[src/rtl/sf_pkt_fifo_pkg.sv]
// Shared types and sizing helpers for the store-and-forward packet FIFO.
package sf_pkt_fifo_pkg;

  typedef enum logic [1:0] {
    ST_IDLE    = 2'd0,
    ST_PKT     = 2'd1,
    ST_DISCARD = 2'd2
  } wr_state_e;

  localparam int unsigned ENTRY_DATA_W = 32;

  // Storage entry layout; the RTL packs {last, data} in this order at any data width.
  typedef struct packed {
    logic                    last;
    logic [ENTRY_DATA_W-1:0] data;
  } entry_t;

  // One extra pointer bit tells a full ring apart from an empty one.
  function automatic int unsigned ptr_width(input int unsigned depth_lg2);
    return depth_lg2 + 1;
  endfunction

endpackage

[src/rtl/sf_pkt_fifo_mem.sv]
// 1W1R flop array with combinational read and optional synchronous clear.
module sf_pkt_fifo_mem #(
  parameter int unsigned ADDR_W  = 4,
  parameter int unsigned WIDTH   = 33,
  parameter int unsigned RST_MEM = 0
) (
  input  logic              clk,
  input  logic              rst_n,
  input  logic              i_we,
  input  logic [ADDR_W-1:0] i_waddr,
  input  logic [WIDTH-1:0]  i_wdata,
  input  logic [ADDR_W-1:0] i_raddr,
  output logic [WIDTH-1:0]  o_rdata
);

  localparam int unsigned DEPTH = 1 << ADDR_W;

  logic [WIDTH-1:0] r_mem [DEPTH];

  always_ff @(posedge clk) begin
    if ((RST_MEM != 0) && !rst_n) begin
      for (int unsigned i = 0; i < DEPTH; i++) begin
        r_mem[i] <= '0;
      end
    end else if (i_we) begin
      r_mem[i_waddr] <= i_wdata;
    end
  end

  assign o_rdata = r_mem[i_raddr];

endmodule

[src/rtl/sf_pkt_fifo.sv]
// Store-and-forward packet FIFO: packets become readable only once committed
// error-free; errored or oversize packets are rolled back and swallowed.
module sf_pkt_fifo
  import sf_pkt_fifo_pkg::*;
#(
  parameter int unsigned DEPTH_LG2  = 4,
  parameter int unsigned DATA_WIDTH = 32,
  parameter int unsigned RST_MEM    = 0
) (
  input  logic                  clk,
  input  logic                  rst_n,
  output logic                  full_o,
  input  logic                  wren_i,
  input  logic [DATA_WIDTH-1:0] wdata_i,
  input  logic                  wlast_i,
  input  logic                  werror_i,
  output logic                  empty_o,
  input  logic                  rden_i,
  output logic [DATA_WIDTH-1:0] rdata_o,
  output logic                  rlast_o,
  output logic                  drop_o,
  output logic [DEPTH_LG2:0]    pkt_cnt_o
);

  localparam int unsigned DEPTH = 1 << DEPTH_LG2;
  localparam int unsigned PTR_W = ptr_width(DEPTH_LG2);
  localparam int unsigned ENT_W = DATA_WIDTH + 1;

  wr_state_e        r_state;
  wr_state_e        w_state_nxt;
  logic [PTR_W-1:0] r_wr_ptr;
  logic [PTR_W-1:0] r_cm_ptr;
  logic [PTR_W-1:0] r_rd_ptr;
  logic [PTR_W-1:0] r_pkt_cnt;
  logic             r_drop;

  logic [PTR_W-1:0] w_wr_ptr_nxt;
  logic [PTR_W-1:0] w_cm_ptr_nxt;
  logic [PTR_W-1:0] w_rd_ptr_nxt;
  logic [PTR_W-1:0] w_pkt_cnt_nxt;
  logic [PTR_W-1:0] w_used;
  logic             w_drop_nxt;
  logic             w_fifo_full;
  logic             w_wr_acc;
  logic             w_mem_we;
  logic             w_commit;
  logic             w_oversize;
  logic             w_pop;
  logic             w_pop_last;
  logic [ENT_W-1:0] w_rd_entry;

  assign w_used      = r_wr_ptr - r_rd_ptr;
  assign w_fifo_full = (w_used == PTR_W'(DEPTH));
  assign full_o      = w_fifo_full && (r_state != ST_DISCARD);
  assign empty_o     = (r_rd_ptr == r_cm_ptr);
  assign w_wr_acc    = wren_i && !full_o;
  // A packet filling the whole ring with nothing committed ahead can never complete.
  assign w_oversize  = (r_state == ST_PKT) && w_fifo_full && (r_cm_ptr == r_rd_ptr);
  assign w_pop       = rden_i && !empty_o;
  assign w_pop_last  = w_pop && rlast_o;

  assign {rlast_o, rdata_o} = w_rd_entry;
  assign drop_o             = r_drop;
  assign pkt_cnt_o          = r_pkt_cnt;

  // Write-side FSM: tentative pointer, commit and rollback.
  always_comb begin
    w_state_nxt  = r_state;
    w_wr_ptr_nxt = r_wr_ptr;
    w_cm_ptr_nxt = r_cm_ptr;
    w_drop_nxt   = 1'b0;
    w_mem_we     = 1'b0;
    w_commit     = 1'b0;
    case (r_state)
      ST_IDLE, ST_PKT: begin
        if (w_oversize) begin
          w_wr_ptr_nxt = r_cm_ptr;
          w_drop_nxt   = 1'b1;
          w_state_nxt  = ST_DISCARD;
        end else if (w_wr_acc) begin
          w_mem_we = 1'b1;
          if (werror_i) begin
            w_wr_ptr_nxt = r_cm_ptr;
            w_drop_nxt   = 1'b1;
            w_state_nxt  = wlast_i ? ST_IDLE : ST_DISCARD;
          end else if (wlast_i) begin
            w_wr_ptr_nxt = r_wr_ptr + PTR_W'(1);
            w_cm_ptr_nxt = r_wr_ptr + PTR_W'(1);
            w_commit     = 1'b1;
            w_state_nxt  = ST_IDLE;
          end else begin
            w_wr_ptr_nxt = r_wr_ptr + PTR_W'(1);
            w_state_nxt  = ST_PKT;
          end
        end
      end
      ST_DISCARD: begin
        if (wren_i && wlast_i) begin
          w_state_nxt = ST_IDLE;
        end
      end
      default: begin
        w_state_nxt = ST_IDLE;
      end
    endcase
  end

  // Read pointer and committed-packet count.
  always_comb begin
    w_rd_ptr_nxt  = r_rd_ptr + PTR_W'(w_pop);
    w_pkt_cnt_nxt = r_pkt_cnt;
    case ({w_commit, w_pop_last})
      2'b10:   w_pkt_cnt_nxt = r_pkt_cnt + PTR_W'(1);
      2'b01:   w_pkt_cnt_nxt = r_pkt_cnt - PTR_W'(1);
      default: w_pkt_cnt_nxt = r_pkt_cnt;
    endcase
  end

  always_ff @(posedge clk) begin
    if (!rst_n) begin
      r_state   <= ST_IDLE;
      r_wr_ptr  <= '0;
      r_cm_ptr  <= '0;
      r_rd_ptr  <= '0;
      r_pkt_cnt <= '0;
      r_drop    <= 1'b0;
    end else begin
      r_state   <= w_state_nxt;
      r_wr_ptr  <= w_wr_ptr_nxt;
      r_cm_ptr  <= w_cm_ptr_nxt;
      r_rd_ptr  <= w_rd_ptr_nxt;
      r_pkt_cnt <= w_pkt_cnt_nxt;
      r_drop    <= w_drop_nxt;
    end
  end

  sf_pkt_fifo_mem #(
    .ADDR_W  (DEPTH_LG2),
    .WIDTH   (ENT_W),
    .RST_MEM (RST_MEM)
  ) u_mem (
    .clk     (clk),
    .rst_n   (rst_n),
    .i_we    (w_mem_we),
    .i_waddr (r_wr_ptr[DEPTH_LG2-1:0]),
    .i_wdata ({wlast_i, wdata_i}),
    .i_raddr (r_rd_ptr[DEPTH_LG2-1:0]),
    .o_rdata (w_rd_entry)
  );

endmodule
[config.mk]
export PLATFORM = sky130hd
export DESIGN_NAME = sf_pkt_fifo
export DESIGN_NICKNAME = d
export VERILOG_FILES = /design/src/rtl/sf_pkt_fifo_pkg.sv /design/src/rtl/sf_pkt_fifo_mem.sv /design/src/rtl/sf_pkt_fifo.sv
export SDC_FILE = /design/constraint.sdc
export NUM_CORES = 1
export LEC_CHECK = 0
export ABC_AREA = 1
export ABC_CLOCK_PERIOD_IN_PS = 5450
export BUFFER_PORTS_ARGS = -buffer_cell sky130_fd_sc_hd__clkbuf_2
export CAP_MARGIN = 40
export CORE_MARGIN = 2
export CORE_UTILIZATION = 48
export DETAILED_ROUTE_END_ITERATION = 16
export PLACE_DENSITY = 0.64
export SLEW_MARGIN = 20
export SYNTH_ARGS = -nofsm -noshare
export SYNTH_HDL_FRONTEND = slang
export SYNTH_SLANG_ARGS = --single-unit
[constraint.sdc]
create_clock -name clk -period 5.45 [get_ports clk]
set_input_delay 0.545 -clock clk [delete_from_list [all_inputs] [get_ports clk]]
set_output_delay 0.545 -clock clk [all_outputs]
set_load 0.005 [all_outputs]
==> Word-level counts from Yosys, hierarchy flattened <==
Memory sizes are Yosys's and may differ from the RTL's. A register that Yosys moved wholly into a read port is not among the register bits.
Cells that the tools add are included.
{ "word_totals": {"reg_bits": 23, "memories": 1, "wordCells": 66, "ram_bits": 528, "input_bits": 38} }
{ "op_classes": {"n_mux": 25, "addsub": 5, "n_reduce_logical": 17, "eq_ne": 10, "bitwise_logic": 2} }
{ "mem_list": {"columns": ["memory", "depth", "word_bits", "rd", "rd_ports_with_merged_regs", "write_ports", "line_no", "source"], "rows": [
  ["u_mem.r_mem", 16, 33, 1, 1, 1, "sf_pkt_fifo_mem.sv:18", "logic [WIDTH-1:0] r_mem [DEPTH];"]
]} }
{ "op_table": {"columns": ["operator", "n"], "rows": [
  ["$mux 5", 3],
  ["$mux 1", 14],
  ["$add 5x1->5 const B", 2],
  ["$eq 5x5->1", 2],
  ["$mux 2", 5],
  ["$pmux 5 s2", 1],
  ["$logic_and 1x1->1", 7],
  ["$reduce_and 2->1", 3],
  ["$add 5x1->5", 1],
  ["$eq 5x5->1 const B", 1],
  ["$reduce_and 5->1", 1],
  ["$sub 5x1->5 const B", 1],
  ["$sub 5x5->5", 1],
  ["$eq 2x1->1 const B", 2],
  ["$eq 2x2->1 const B", 2],
  ["$mux 4", 1],
  ["$ne 2x2->1 const B", 2],
  ["$pmux 2 s2", 1],
  ["$reduce_bool 2->1", 2],
  ["$ne 3x3->1 const B", 1],
  ["$logic_not 1->1", 2],
  ["$logic_not 2->1", 1],
  ["$not 1->1", 2],
  ["$reduce_or 2->1", 1]
]} }

==> Depth between registers and ports, before layout <==
{ "logic_depth": {"word_depth": 10, "depth_mapped": 26} }

==> By module <==
From an unflattened synthesis, not the netlist that was laid out.
{ "unflattened": {"hier_cells": 2401, "hier_area_um2": 24181.9} }
{ "modules_own_cells": {"columns": ["module", "cells_per_inst", "n_inst", "area_per_inst_um2", "seq_area_each_um2"], "rows": [
  ["sf_pkt_fifo_mem", 2152, 1, 22580.4, 15855.2],
  ["sf_pkt_fifo", 249, 1, 1601.5, 460.4]
]} }

==> Worst setup path after synthesis <==
No wires, ideal clock.
{ "synth_path": {"path_type": "register to register", "start": "register r_rd_ptr[3]", "end": "memory u_mem.r_mem[3][0] (enable)", "setup_ns": 0.464, "required_ns": 4.986, "setup_slack_ns": 0.665, "stages_incl_launch_ff": 13, "arrival_ns": 4.321, "path_cell_list": "dfxtp_1 inv_1 clkbuf_1 clkbuf_1 ha_1 nor2_1 nand3b_1 nand2_1 nand3_1 nand2_1 nor2_1 inv_1 nor3_1"} }
{ "synth_via": {"elab_chain_cells": 10} }
{ "synth_rtl": {"columns": ["item", "line_no", "source"], "rows": [
  ["from (decl)", "sf_pkt_fifo.sv:33", "logic [PTR_W-1:0] r_rd_ptr;"],
  ["from (signal assigned)", "sf_pkt_fifo.sv:131", "r_rd_ptr <= w_rd_ptr_nxt;"],
  ["$sub 5x5->5", "sf_pkt_fifo.sv:52", "assign w_used = r_wr_ptr - r_rd_ptr;"],
  ["$eq 5x5->1", "sf_pkt_fifo.sv:53", "assign w_fifo_full = (w_used == PTR_W'(DEPTH));"],
  ["$logic_and 1x1->1", "sf_pkt_fifo.sv:54", "assign full_o = w_fifo_full && (r_state != ST_DISCARD);"],
  ["$logic_not 1->1", "sf_pkt_fifo.sv:56", "assign w_wr_acc = wren_i && !full_o;"],
  ["$logic_and 1x1->1", "sf_pkt_fifo.sv:56", null],
  ["$mux 1", "sf_pkt_fifo.sv:80", "end else if (w_wr_acc) begin"],
  ["$mux 1 (*)", "sf_pkt_fifo.sv:76", "if (w_oversize) begin"],
  ["$mux 1 (*)", "sf_pkt_fifo.sv:74", "case (r_state)"],
  ["$mux 1 (*)", "sf_pkt_fifo_mem.sv:25", "end else if (i_we) begin"],
  ["$mux 1 (not written as such) (*)", "sf_pkt_fifo_mem.sv:26", "r_mem[i_waddr] <= i_wdata;"],
  ["to (decl)", "sf_pkt_fifo_mem.sv:18", null]
]} }
Mark *: on every way between the ends. The rest lies on a longest branch, timed or not.

==> run summary <==
Routed length on met2: 24700 um
M1 WL: 24000 um
CTS tree: built
Leading cell type in the layout, fill and taps excluded: edfxtp_1
Share of cells above drive strength 1: 12.2%
Seq cells post-synth: 551
Sequential share of the synthesized area: 74.3%
Cells after Synth: 1722
Worst Tran Pin Value: 0.874 ns
Setup Viol. Count Final: 0
GRT overflow: 0
Total CTS buffers: 55
Post-CTS Setup Bufs: 0
Die Wd: 218 um
Worst-path maximum fanout: 83
Cell internal pwr: 7.16 mW
Starting DRT DRC Count: 1642
Clock sink total: 551
Relative max-transition margin: 41.8%
Final #Nets: 1840
Routed WL: 53100 um
PwrDens: 398 mW/mm^2
Kind of critical path: flop to primary output
Sequential share of power: 49.3%
Top sig layer: met4
Num ports: 79
Row cnt: 78
Largest net degree at the start of global routing: 89
Min Hold Slack: 0.353 ns
Post-route ant nets: 0
Switching portion of total power: 27.4%
Final setup TNS: 0 ns
Maxcap violations: 0
All-Layer GR Usage: 22.4%
Top_reg_cell synth: edfxtp_1
Synth Net Count: 1775
Area grow syn2layout: 12.9%
Status: finished clean
CTS H-tree lvls: 2
Die area: 0.0475 mm^2
RSZ-0062 raised after global routing: false
Routed wl met3: 3550 um
Pins Over Slew Limit: 0
Critical path arrival: 3.20 ns
Peak supply drop: 0.261 mV
Core area: 0.0453 mm^2
Register Area: 0.0163 mm^2
Switching pwr: 2.70 mW
Lkg Pwr: 8.33 nW
Crit end category: primary output
Ant. Diodes: 0
Synthesized area: 0.0220 mm^2
Hold-fix buffers at CTS: 0
DRC viols: 0
Root Driver: clkbuf_16
Final hold viol count: 0
Dpl hpwl: 29000 um
Synth area leaders: edfxtp_1 72%, o21ai_0 6.4%, nor2_1 5.4%
Clk pwr share: 34.7%
Starting Density: 48.5%
Share of power burned in combinational logic: 16.0%
Startpoint Class: flop
Clock transition at path regs: 0.06 ns
Final Critical Period: 3.74 ns
EDFF count, synth: 528
Vias per cell: 5.79
Die height: 218 um
Synth Area per Inst: 12.8 um^2
Clock latency on the worst-skew pair: 0.59 ns
Count of different cell masters after synthesis: 31
Initial antenna violation count: 0
DR pass1 iterations: 6
PortBufs: 78
DR vias: 14.1k
WP data required: 4.91 ns
Worst Hold Class: primary input to flop
Fin crit share: 68.6%
Longest Clk Path Bufs: 3
Fmax: 267 MHz
Commonest non-fill, non-tap cells in the layout: 528 x edfxtp_1, 300 x nor2_1, 279 x o21ai_0
Vias in the first global route: 13.7k
Post-synthesis async set-or-reset flop share: 0%
Clock skew: 0.0106 ns
Largest area contributor in the netlist: edfxtp_1
Ys Warns: 0
# fillers: 3740
DR WL/cell: 21.9 um
Synth top area share: 72.2%
Global-route wire length before repair: 81600 um
Routability Congestion: 0.843
Area of the multi-input gates: 0.00510 mm^2
CTS resizes: 0
-- per-layer routing --
layer / track usage (%) / vias to the layer above
met5: 0 / -
met4: 5.56 / 0
met3: 3.79 / 75
met2: 34.7 / 534
met1: 33.1 / 6978
li1: - / 6467
-- flip-flops by register name (all words and copies together), names as in the netlist --
| name | flops |
|---|---|
| u_mem.r_mem | 528 |
| r_state | 2 |
| pkt_cnt_o | 5 |
| r_wr_ptr | 5 |
| r_cm_ptr | 5 |
| drop_o | 1 |
| r_rd_ptr | 5 |
-- final timing paths --
path / startpoint / endpoint / slack (ns) / depth (start not counted)
worst max-delay path: r_rd_ptr[0]$_SDFF_PN0_ / rdata_o[15] / 1.71 / 8
worst min-delay path: wren_i / r_state[1]$_SDFFE_PN0P_ / 0.35 / 4
worst max register to register: r_rd_ptr[1]$_SDFF_PN0_ / u_mem.r_mem[9][22]$_DFFE_PP_ / 1.79 / 13
worst min register to register: pkt_cnt_o[4]$_SDFFE_PN0P_ / pkt_cnt_o[4]$_SDFFE_PN0P_ / 0.47 / 2
-- power groups by stage --
stage               Combinational [mW]  Clock (mW)  Sequential, mW
floorplan                         1.01           0            4.92
global placement                  1.50           0            4.95
detailed placement                1.56           0            4.95
CTS                               1.57        3.48            4.86
global route                      1.75        3.64            4.88
finish                            1.57        3.42            4.86
-- logic make-up after synthesis --
kind of cell	count (synthesis)	share of synthesized area [%]
fa+ha+maj	15	0.889
flops	551	74.3
buf+inv	159	3.04
xor+xnor	7	0.279
compound gates	433	11.4
simple gates	557	10.1
-- stage by stage --
stage               utilization, %  cell area (um^2)  total power [mW]  setup slack (ns)  std cells
floorplan                        -             22000              5.93             0.665       1722
global placement              50.8             23000              6.45              1.86       2322
detailed placement            51.2             23200              6.52              1.77       2329
CTS                           54.7             24800              9.91              1.55       2427
global route                  54.8             24800              10.3              1.41       2428
finish                        54.8             24800              9.86              1.71       2428
-- critical path, cell delays in order (launching register included) --
cell and delay (ns):
dfxtp_4 0.50, inv_6 0.50, buf_4 0.56, buf_12 0.29, o21ai_0 0.10, o221ai_1 0.19, o211ai_1 0.16, nand3_1 0.15
clkbuf_2 0.13
-- synth_stat cells, types with 2 or more instances --
cell	number
buf_2	19
xnor2_1	5
ha_1	14
buf_1	6
edfxtp_1	528
inv_1	45
nor2_1	314
dfxtp_1	23
a21oi_1	8
nor2_2	4
inv_2	3
o211ai_1	13
buf_4	8
o22ai_1	78
nand3_1	68
nand4_1	5
xor2_1	2
nor3_1	4
nand2_1	157
nand2_2	3
o21ai_0	279
clkbuf_1	74
o221ai_1	53
buf_6	2
-- final cells by class --
cell class,count,share of cell area (%)
sequential,551,65.8
inverter,50,0.787
clock buffer,64,5.69
timing repair buffer,117,3.34
multi-input combinational,1012,20.6
clock inverter,34,0.752
tap,600,3.03
No activity file was read; power rests on OpenSTA's default activity.
